`src/rtl/mux_4_64b_arbiter.sv`:
```
// Round-robin arbiter and burst sequencer that shares one 64-bit downstream channel among four requesters.
// Each grant streams beats until the owner's LAST beat or until MAX_BEATS beats, whichever comes first.
module mux_4_64b_arbiter #(
    parameter int MAX_BEATS = 16
) (
    input  logic        clk,
    input  logic        reset,
    input  logic [3:0]  REQ,
    input  logic [3:0]  LAST,
    input  logic [63:0] A,
    input  logic [63:0] B,
    input  logic [63:0] C,
    input  logic [63:0] D,
    output logic [3:0]  GNT,
    output logic [1:0]  SELECTOR,
    output logic [63:0] F,
    output logic        F_VALID,
    input  logic        F_READY,
    output logic        F_LAST,
    output logic        TRUNC
);

    typedef enum logic {
        IDLE = 1'b0,
        BUSY = 1'b1
    } state_t;

    localparam logic [7:0] CNT_CAP = 8'(MAX_BEATS - 1);

    state_t      state_q, state_d;
    logic [1:0]  sel_q, sel_d;
    logic [1:0]  ptr_q, ptr_d;
    logic [7:0]  cnt_q, cnt_d;
    logic        trunc_q, trunc_d;

    logic [7:0]  req_dbl;
    logic [3:0]  req_rot;
    logic [1:0]  win_off;
    logic [1:0]  winner;
    logic        lane_req;
    logic        lane_last;
    logic        at_cap;
    logic        xfer;
    logic        grant_end;

    // Rotating REQ so bit 0 is the pointer's lane turns round-robin into a fixed priority scan.
    assign req_dbl = {REQ, REQ};
    assign req_rot = req_dbl[ptr_q +: 4];

    always_comb begin
        win_off = 2'd3;
        if (req_rot[0]) begin
            win_off = 2'd0;
        end else if (req_rot[1]) begin
            win_off = 2'd1;
        end else if (req_rot[2]) begin
            win_off = 2'd2;
        end
    end

    assign winner = ptr_q + win_off;

    always_comb begin
        F = A;
        case (sel_q)
            2'd0: F = A;
            2'd1: F = B;
            2'd2: F = C;
            2'd3: F = D;
            default: F = A;
        endcase
    end

    assign lane_req  = REQ[sel_q];
    assign lane_last = LAST[sel_q];
    assign at_cap    = (cnt_q == CNT_CAP);

    // F_VALID depends only on state, owner and REQ, never on F_READY.
    assign F_VALID   = (state_q == BUSY) & lane_req;
    assign xfer      = F_VALID & F_READY;
    assign F_LAST    = F_VALID & (lane_last | at_cap);
    assign grant_end = xfer & (lane_last | at_cap);

    generate
        for (genvar gi = 0; gi < 4; gi++) begin : g_gnt
            assign GNT[gi] = xfer & (sel_q == 2'(gi));
        end
    endgenerate

    always_comb begin
        state_d = state_q;
        sel_d   = sel_q;
        ptr_d   = ptr_q;
        cnt_d   = cnt_q;
        trunc_d = 1'b0;
        case (state_q)
            IDLE: begin
                if (REQ != 4'd0) begin
                    sel_d   = winner;
                    cnt_d   = 8'd0;
                    state_d = BUSY;
                end
            end
            BUSY: begin
                if (xfer) begin
                    cnt_d = cnt_q + 8'd1;
                end
                // Clearing CNT at release keeps it within 0..MAX_BEATS-1.
                if (grant_end) begin
                    state_d = IDLE;
                    ptr_d   = sel_q + 2'd1;
                    cnt_d   = 8'd0;
                    trunc_d = at_cap & ~lane_last;
                end
            end
            default: state_d = IDLE;
        endcase
    end

    always_ff @(posedge clk) begin
        if (reset) begin
            state_q <= IDLE;
            sel_q   <= 2'd0;
            ptr_q   <= 2'd0;
            cnt_q   <= 8'd0;
            trunc_q <= 1'b0;
        end else begin
            state_q <= state_d;
            sel_q   <= sel_d;
            ptr_q   <= ptr_d;
            cnt_q   <= cnt_d;
            trunc_q <= trunc_d;
        end
    end

    assign SELECTOR = sel_q;
    assign TRUNC    = trunc_q;

endmodule

```
`config.mk`:
```
export PLATFORM = sky130hd
export DESIGN_NAME = mux_4_64b_arbiter
export DESIGN_NICKNAME = d
export VERILOG_FILES = /design/src/rtl/mux_4_64b_arbiter.sv
export SDC_FILE = /design/constraint.sdc
export NUM_CORES = 1
export LEC_CHECK = 0
export ABC_AREA = 0
export CORE_AREA = 8 8 125 127
export CTS_BUF_LIST = sky130_fd_sc_hd__clkbuf_2
export CTS_CLUSTER_DIAMETER = 30
export DETAILED_ROUTE_END_ITERATION = 10
export DIE_AREA = 0 0 133 135
export PLACE_DENSITY = 0.66
export SLEW_MARGIN = 20
export SYNTH_ARGS = -nofsm -noshare
export SYNTH_HDL_FRONTEND = slang
export SYNTH_SLANG_ARGS = --single-unit
export TNS_END_PERCENT = 5
```
`constraint.sdc`:
```
create_clock -name clk -period 2 [get_ports clk]
set_clock_uncertainty 0.15 [all_clocks]
set_input_delay 0.4 -clock clk [delete_from_list [all_inputs] [get_ports clk]]
set_output_delay 0.4 -clock clk [all_outputs]
set_load 0.01 [all_outputs]
```
Word level (Yosys, flattened, before mapping)
Cells that the tools add are included.
Widths: inputs -> output; s select.

operators by class
  $add $sub $neg = 3
  $lt $le $gt $ge = 1
  eq/ne operators = 6
  shift-type cells = 1
  muxes and demuxes = 15
  bitwise operators = 13
  reductions and logical operators = 6

operators by type and width
  operator             count
  $pmux 64 s4          1
  $mux 8               3
  $pmux 8 s2           1
  $and 1x1->1          9
  $add 8x1->8 const B  1
  $eq 8x4->1 const B   1
  $shiftx 8x3->3       1
  $reduce_and 2->1     3
  $mux 1               5
  $bmux 1 s2           2
  $eq 2x2->1 const B   2
  $mux 2               2
  $reduce_bool 4->1    1
  $lt 2x3->1 const B   1
  $ne 3x1->1 const B   1
  $not 1->1            3
  $reduce_or 3->1      1
  $add 2x1->2 const B  1
  $add 2x2->2          1
  $eq 2x1->1 const B   1
  $logic_not 2->1      1
  $ne 2x2->1 const B   1
  $pmux 1 s2           1
  $or 1x1->1           1

storage, ports and cells
  register bits after elaboration = 14
  input bits = 267
  output and inout bits = 73
  word-level logic and storage cells = 50

Depth between registers and ports, before layout
Gate-level depths: netlist (run 1).

  depth after elaboration = 7
  depth in mapped cells = 7
  mapped depth without buffers = 6

Worst setup path before layout (run 1)
Ideal clock, no wire load.

  path type = register to output
  start point = register sel_q[0], in the netlist SELECTOR[0]
  end point = output port F[0]
  arrival = 1.667 ns
  required time = 1.450 ns
  path slack = -0.217 ns
  stages on the path, launching flop included = 6
  path buffers = 2
  cells stage by stage = dfxtp_1 inv_1 ha_1 buf_2 buf_1 mux2i_1

on the way
  cells in the longest elaborated chain, start to end = 2
  elaborated cells between the ends (all ways) = 5
  classes of those cells = eq/ne: 3; mux: 1; reduce/logical: 1

ends and longest elaborated chain
  item                                RTL line  RTL
  start: declaration                  31        logic [1:0] sel_q, sel_d;
  start signal: assignment            129       sel_q <= sel_d;
  $eq 2x2->1 (tied with other cells)  65        case (sel_q)
  $pmux 64 s4 (*)                     65
  end: declaration                    16        output logic [63:0] F,

Mark *: on every way between the ends. The rest lies on a longest branch, timed or not.

Final worst setup path (run 1)
  start point = register sel_q[1], in the netlist SELECTOR[1]
  end point = output port F[63]

Same word-level chain as after synthesis.

==> results of run 1 <==
worst max-delay path, cell delays in order, from the launching register on:
cell and delay (ns):
dfxtp_4 0.40, buf_4 0.14, ha_4 0.19, buf_12 0.15, a222oi_1 0.35, mux2i_1 0.13
clkdlybuf4s15_2 0.25
registers in the layout, summed over array words and instances (netlist names):
register	count
state_q	1
ptr_q	2
TRUNC	1
SELECTOR	2
cnt_q	8
power breakdown:
part	switching (W)	leakage [nW]	total, W	internal [W]
logic	0.000775	2.97	0.00193	0.00115
clock network	0.0000869	0.0125	0.000128	0.0000409
registers	0.0000135	0.115	0.000301	0.000287
total	0.000875	3.09	0.00236	0.00148
layout by cell type (no fill, tap or decap), drive strengths merged, types with 2 or more instances in the layout:
cell           Yosys  routed
nand3              5       5
nand3b             2       2
xor2               6       6
clkdlybuf4s50      0     268
a222oi            64      64
nor3               2       2
and2               5       5
nand2              5       5
mux2i             64      64
clkbuf            16      22
dlygate4sd2        0       3
o21ai              5       5
nor2               8       8
inv               69      69
clkdlybuf4s15      0      17
nand4              4       4
a21oi              8       8
and4               2       2
mux4               2       2
nand2b             3       3
and3               6       6
ha                 7       7
dfxtp             14      14
buf               15      85
timing repair:
item,4_1_cts,5_1_grt
pin swaps,42,36
endpoints found under the hold margin,0,0
resized for setup,218,52
setup endpoints to repair,81,81
buffers inserted,3,2
cloned,3,4
path summary, 6_finish.rpt:
path	cells after the start	from	endpoint
worst max-delay path	6	SELECTOR[1]	F[63]
worst min-delay path	2	cnt_q[5]	cnt_q[5]
worst max register to register	7	SELECTOR[1]	cnt_q[6]
worst min register to register	2	cnt_q[5]	cnt_q[5]
metrics by stage:
stage	utilization, %	instances
detailed placement	47.9	854
global placement	47.9	854
finish	48.8	869
global route	48.8	869
CTS	48.3	863
floorplan	-	324
layout make-up:
type / count / area, um2 / share of cell area, %
multi-input combinational: 210 / 1980 / 29.9
sequential: 14 / 288 / 4.33
clock buffer: 3 / 15.0 / 0.226
tap: 180 / 225 / 3.39
timing repair buffer: 393 / 3870 / 58.3
inverter: 69 / 262 / 3.94
layer usage:
metal  track usage (%)  vias to the layer above  part of all wire, %
met3              4.09                       12                  9.0
met4              2.46                        0                 0.84
met2              33.7                      224                   53
met5                 0                        -                    0
li1                  -                     2005                    -
met1              20.6                     2024                   37
cells by family (layout without fill, tap and decap cells):
group / after synthesis / in the layout
xor+xnor: 7 / 7
buf+inv: 100 / 465
compound gates: 82 / 82
flops: 14 / 14
simple gates: 48 / 48
fa+ha+maj: 7 / 7
mux: 66 / 66
==> results.md, run 1 <==
- Status: finished, violations left
- Failing checks: setup timing
- Crit path time final: 2.44 ns
- Peak supply drop: 0.203 mV
- Hpwl dp: 14.6 mm
- Diodes inserted: 0
- Die Ht: 135 um
- Static leakage: 3.09 nW
- Number of vias per cell: 4.91
- Synth Area in Compound Gates: between 20 and 30%
- CTS H-Tree Depth: 1
- Synth cell types: 40
- Area contributors post-synth: a222oi_1 (25%), mux2i_1 (25%), dfxtp_1 (11%), inv_1 (10%), ha_1 (3.4%)
- GRT overflow: 0
- Slew HR: between 70% and 80%
- Synth Warn #: 0
- Yosys top cell by area: a222oi_1
- Async S/R FF share, synth: 0%
- Die ar.: 18000 um2
- Vias in the first global route: 4405
- Worst endpoint required time: 1.45 ns
- Syn_area_per_cell: approximately 8 um2
- Area delta synth->final: 159%
- Net count, final: 965
- Seq/Total Area, Yosys: between 10% and 20%
- First-pass detailed-route iteration total: 9
- Row count: 43
- I/O pin cnt: 340
- Setup tns final: -23.22 ns
- Post-synth EDFFs: 0
- Fill cells: 1287
- Power per cell area: 355 nW/um2
- Post-Synth Adder-Cell Area: 3.41%
- Cts-stage hold buffer count: 0
- Final GP Congestion: 0.851
- Arrival time worst endpoint: ~1.9 ns
- Top-count cell post-synth: inv_1
- Final hold slack: approximately 0.40 ns
- Pin count of the biggest net entering global routing: 34
- Final setup viols: 70
- Clock Path Buffers: 2
- Post-DP Area: 6530 um2
- Gr usage total: 17.9%
- Fin. Hold Viols: 0
- Starting Density: 18.9%
- Antenna violation net count after detailed routing: 0
- Final WL: 18.3 mm
- Clock transition at the registers of the reported paths: 0.14 ns
- CP max FO: 8
- Tcrit/Tclk final: 122%
- Mux contribution to synthesized area: 26.7%
- Post-Synthesis Net Count: 598
- Startpoint types: flip-flop
- Share of cells above drive strength 1: 19.7%
- Routed wire per std cell: 21.1 um
- Class of the worst hold path: reg2reg
- DRC viols: 0
- Latest clock arrival within the worst-skew pair: 0.27 ns
- Clock Sinks: 14
- Max cap viols: 0
- CTS tree: built
- Die width: 133 um
- First-pass GRT wire length: 26.1 mm
- Final Instance Area: 6650 um2
- Post-Synth Simple-Gate Area: 11.7%
- Gate Count Post-Synth: 324
- DRT iter0 DRCs: roughly 420
- TritonCTS buffer count: 3
- R2R setup slack: 0.03 ns
- Type of the worst setup path: reg2out
- Synth Flop Type: dfxtp_1
- Initial antenna violation count: 0
- Number of port buffers: 339
- Largest family of logic cells by synthesized area: compound AO/OA/AOI/OAI gates
- Synthesized area: 2570 um2
- Total vias in the final route: 4265
- Setup ws final: -0.442 ns
- Final Max Slew Viols: 0
- Total Power: 0.00236 W
- Root Buffer: clkbuf_2
- F_max: between 400 and 500 MHz
- Yosys reg bits: 14
- CP Capture Type: output pin
- Core box area: about 14000 um2
- Top cell type's share of synthesized area: 25.0%
- Slew @ Worst Pin: 0.397 ns
- Most frequent cells after synthesis: inv_1 (69), a222oi_1 (64), mux2i_1 (64)
- Post-Synth XOR/XNOR Area: 2.39%
- Place WS: -0.679 ns
- RSZ-0062 raised after global routing: yes
Power figures use the tool's default switching activity.
==> inputs of run 2 (changes only) <==
--- a/config.mk
+++ b/config.mk
@@ -8,7 +8,6 @@
 export ABC_AREA = 0
 export CORE_AREA = 8 8 125 127
 export CTS_BUF_LIST = sky130_fd_sc_hd__clkbuf_2
-export CTS_CLUSTER_DIAMETER = 30
 export DETAILED_ROUTE_END_ITERATION = 10
 export DIE_AREA = 0 0 133 135
 export PLACE_DENSITY = 0.66
==> results of run 2 <==
The final DEF is identical to that of run 1; final timing and power are the same.
==> inputs of run 3 (changes only) <==
--- a/config.mk
+++ b/config.mk
@@ -6,11 +6,10 @@
 export NUM_CORES = 1
 export LEC_CHECK = 0
 export ABC_AREA = 0
-export CORE_AREA = 8 8 125 127
+export CORE_AREA = 4 4 132 134
 export CTS_BUF_LIST = sky130_fd_sc_hd__clkbuf_2
 export DETAILED_ROUTE_END_ITERATION = 10
-export DIE_AREA = 0 0 133 135
-export PLACE_DENSITY = 0.66
+export DIE_AREA = 0 0 136 138
 export SLEW_MARGIN = 20
 export SYNTH_ARGS = -nofsm -noshare
 export SYNTH_HDL_FRONTEND = slang
==> run 3 against run 2 <==
  * The run still ends with setup timing left
  * Sequential power barely moved
  * Power rose by 0.14%
  * Core utilization fell by 7.7 points
  * Sequential share of layout area barely moved
  * Critical path depth fell by 1
  * Final area rose by 0.85%
==> results.md, run 3 (synthesis results as in run 1) <==
- Number of port buffers: 339
- Clock Path Buffers: 2
- Peak supply drop: 0.274 mV
- Initial antenna violation count: 0
- Row count: 47
- CTS H-Tree Depth: 1
- CP Capture Type: output pin
- Startpoint types: flip-flop
- Pin count of the biggest net entering global routing: 32
- Starting Density: 15.8%
- Routed wire per std cell: 19.4 um
- Final WL: between 15 and 20 mm
- Setup ws final: -0.455 ns
- Most frequent cells in the layout: clkdlybuf4s50_1 (269), inv_1 (67), a222oi_1 (64)
- Slew @ Worst Pin: between 0.4 and 0.5 ns
- Final setup viols: 71
- Antenna violation net count after detailed routing: 0
- DRC viols: 0
- F_max: 407 MHz
- Max reg flops: 8
- Flop pwr share: 12.8%
- Latest clock arrival within the worst-skew pair: 0.28 ns
- Most common cell after layout, fill and taps aside: clkdlybuf4s50_1
- I/O pin cnt: 340
- Type of the worst setup path: reg2out
- CTS tree: built
- GRT overflow: 0
- Root Buffer: clkbuf_2
- Final hold slack: 0.410 ns
- Area delta synth->final: 161%
- RSZ-0062 raised after global routing: yes
- Fill cells: 1640
- Arrival time worst endpoint: 1.91 ns
- Core box area: 16300 um2
- Tcrit/Tclk final: 123%
- First-pass GRT wire length: 26.0 mm
- Static leakage: 3.07 nW
- Clock transition at the registers of the reported paths: approximately 0.15 ns
- Share of cells above drive strength 1: roughly a fifth
- Crit path time final: between 2 and 2.5 ns
- Total Power: 0.00236 W
- Status: finished, violations left
- Slew HR: between 60% and 70%
- Die width: around 140 um
- Gr usage total: 17.3%
- Power per cell area: approximately 350 nW/um2
- Clock Sinks: 14
- DRT iter0 DRCs: approximately 400
- Clock network power share: 6.1%
- Vias in the first global route: 4486
- TritonCTS buffer count: 3
- Total vias in the final route: 4243
- Number of vias per cell: 4.67
- Die ar.: approximately 19000 um2
- Failing checks: setup timing
- Diodes inserted: 0
- Max cap viols: 0
- Fin. Hold Viols: 0
- CP max FO: 15
- Net count, final: about 960
- Cts-stage hold buffer count: 0
- Top reg by flops: cnt_q
- First-pass detailed-route iteration total: 9
- Die Ht: 138 um
- Int Power: 0.00148 W
- Worst endpoint required time: ~1.5 ns
- Hpwl dp: roughly 14 mm
- Switching power total: roughly 0.00088 W
- Sw Ratio: 37.3%
- Final Max Slew Viols: 0
- Power share of the combinational group: 81.2%
- Class of the worst hold path: reg2reg
- Final GP Congestion: roughly 0.89
## run 3: path summary, 6_finish.rpt
| kind | start | end | slack, ns | cells after the start |
|---|---|---|---|---|
| worst max-delay path | SELECTOR[0] | F[7] | -0.46 | 5 |
| worst min-delay path | cnt_q[7] | cnt_q[7] | 0.41 | 2 |
| worst max register to register | SELECTOR[1] | cnt_q[0] | 0.07 | 7 |
| worst min register to register | cnt_q[7] | cnt_q[7] | 0.41 | 2 |
## run 3: layout make-up
cell class / instances / area [um2] / area share, %
clock buffers: 3 / 15.0 / 0.224
clock inverters: 1 / 3.75 / 0.0560
inverters: 69 / 259 / 3.86
multi-input cells: 210 / 2010 / 30.0
flip-flops and latches: 14 / 288 / 4.29
well taps: 220 / 275 / 4.11
repair buffers: 392 / 3850 / 57.5
## run 3: critical path, stage by stage, from the launching register on
cell and delay, ns:
dfxtp_4 0.40, ha_4 0.20, bufbuf_16 0.29, a222oi_1 0.33
mux2i_1 0.15, clkdlybuf4s15_2 0.25
## run 3: timing repair
action | in CTS | in global routing
cloned | 6 | 0
buffers inserted | 5 | 0
pin swaps | 38 | 25
setup endpoints to repair | 82 | 81
resized for setup | 283 | 15
## run 3: stage by stage
step	worst slack, ns	util [%]	cell area [um2]	std cells	setup TNS (ns)
floorplan	-0.0470	-	2590	324	-1.19
detailed placement	-0.678	40.3	6560	894	-34.16
global route	-0.556	41.1	6700	909	-33.01
finish	-0.455	41.1	6700	909	-24.88
global placement	-0.662	40.3	6560	894	-32.38
CTS	-0.477	41.2	6710	909	-27.40
## run 3: power by group through the flow
stage / registers (W) / logic, W / clock network [W]
floorplan: 0.000306 / 0.000678 / 0
global placement: 0.000304 / 0.00189 / 0
detailed placement: 0.000304 / 0.00190 / 0
CTS: 0.000301 / 0.00195 / 0.000144
global route: 0.000303 / 0.00204 / 0.000159
finish: 0.000302 / 0.00192 / 0.000143
## run 3: routing by layer
layer | track usage [%] | up-vias | share of wire, %
li1 | - | 2008 | -
met1 | 21.5 | 1994 | 40
met2 | 31.2 | 223 | 50
met3 | 3.02 | 18 | 8.4
met4 | 3.08 | 0 | 1.6
met5 | 0 | - | 0
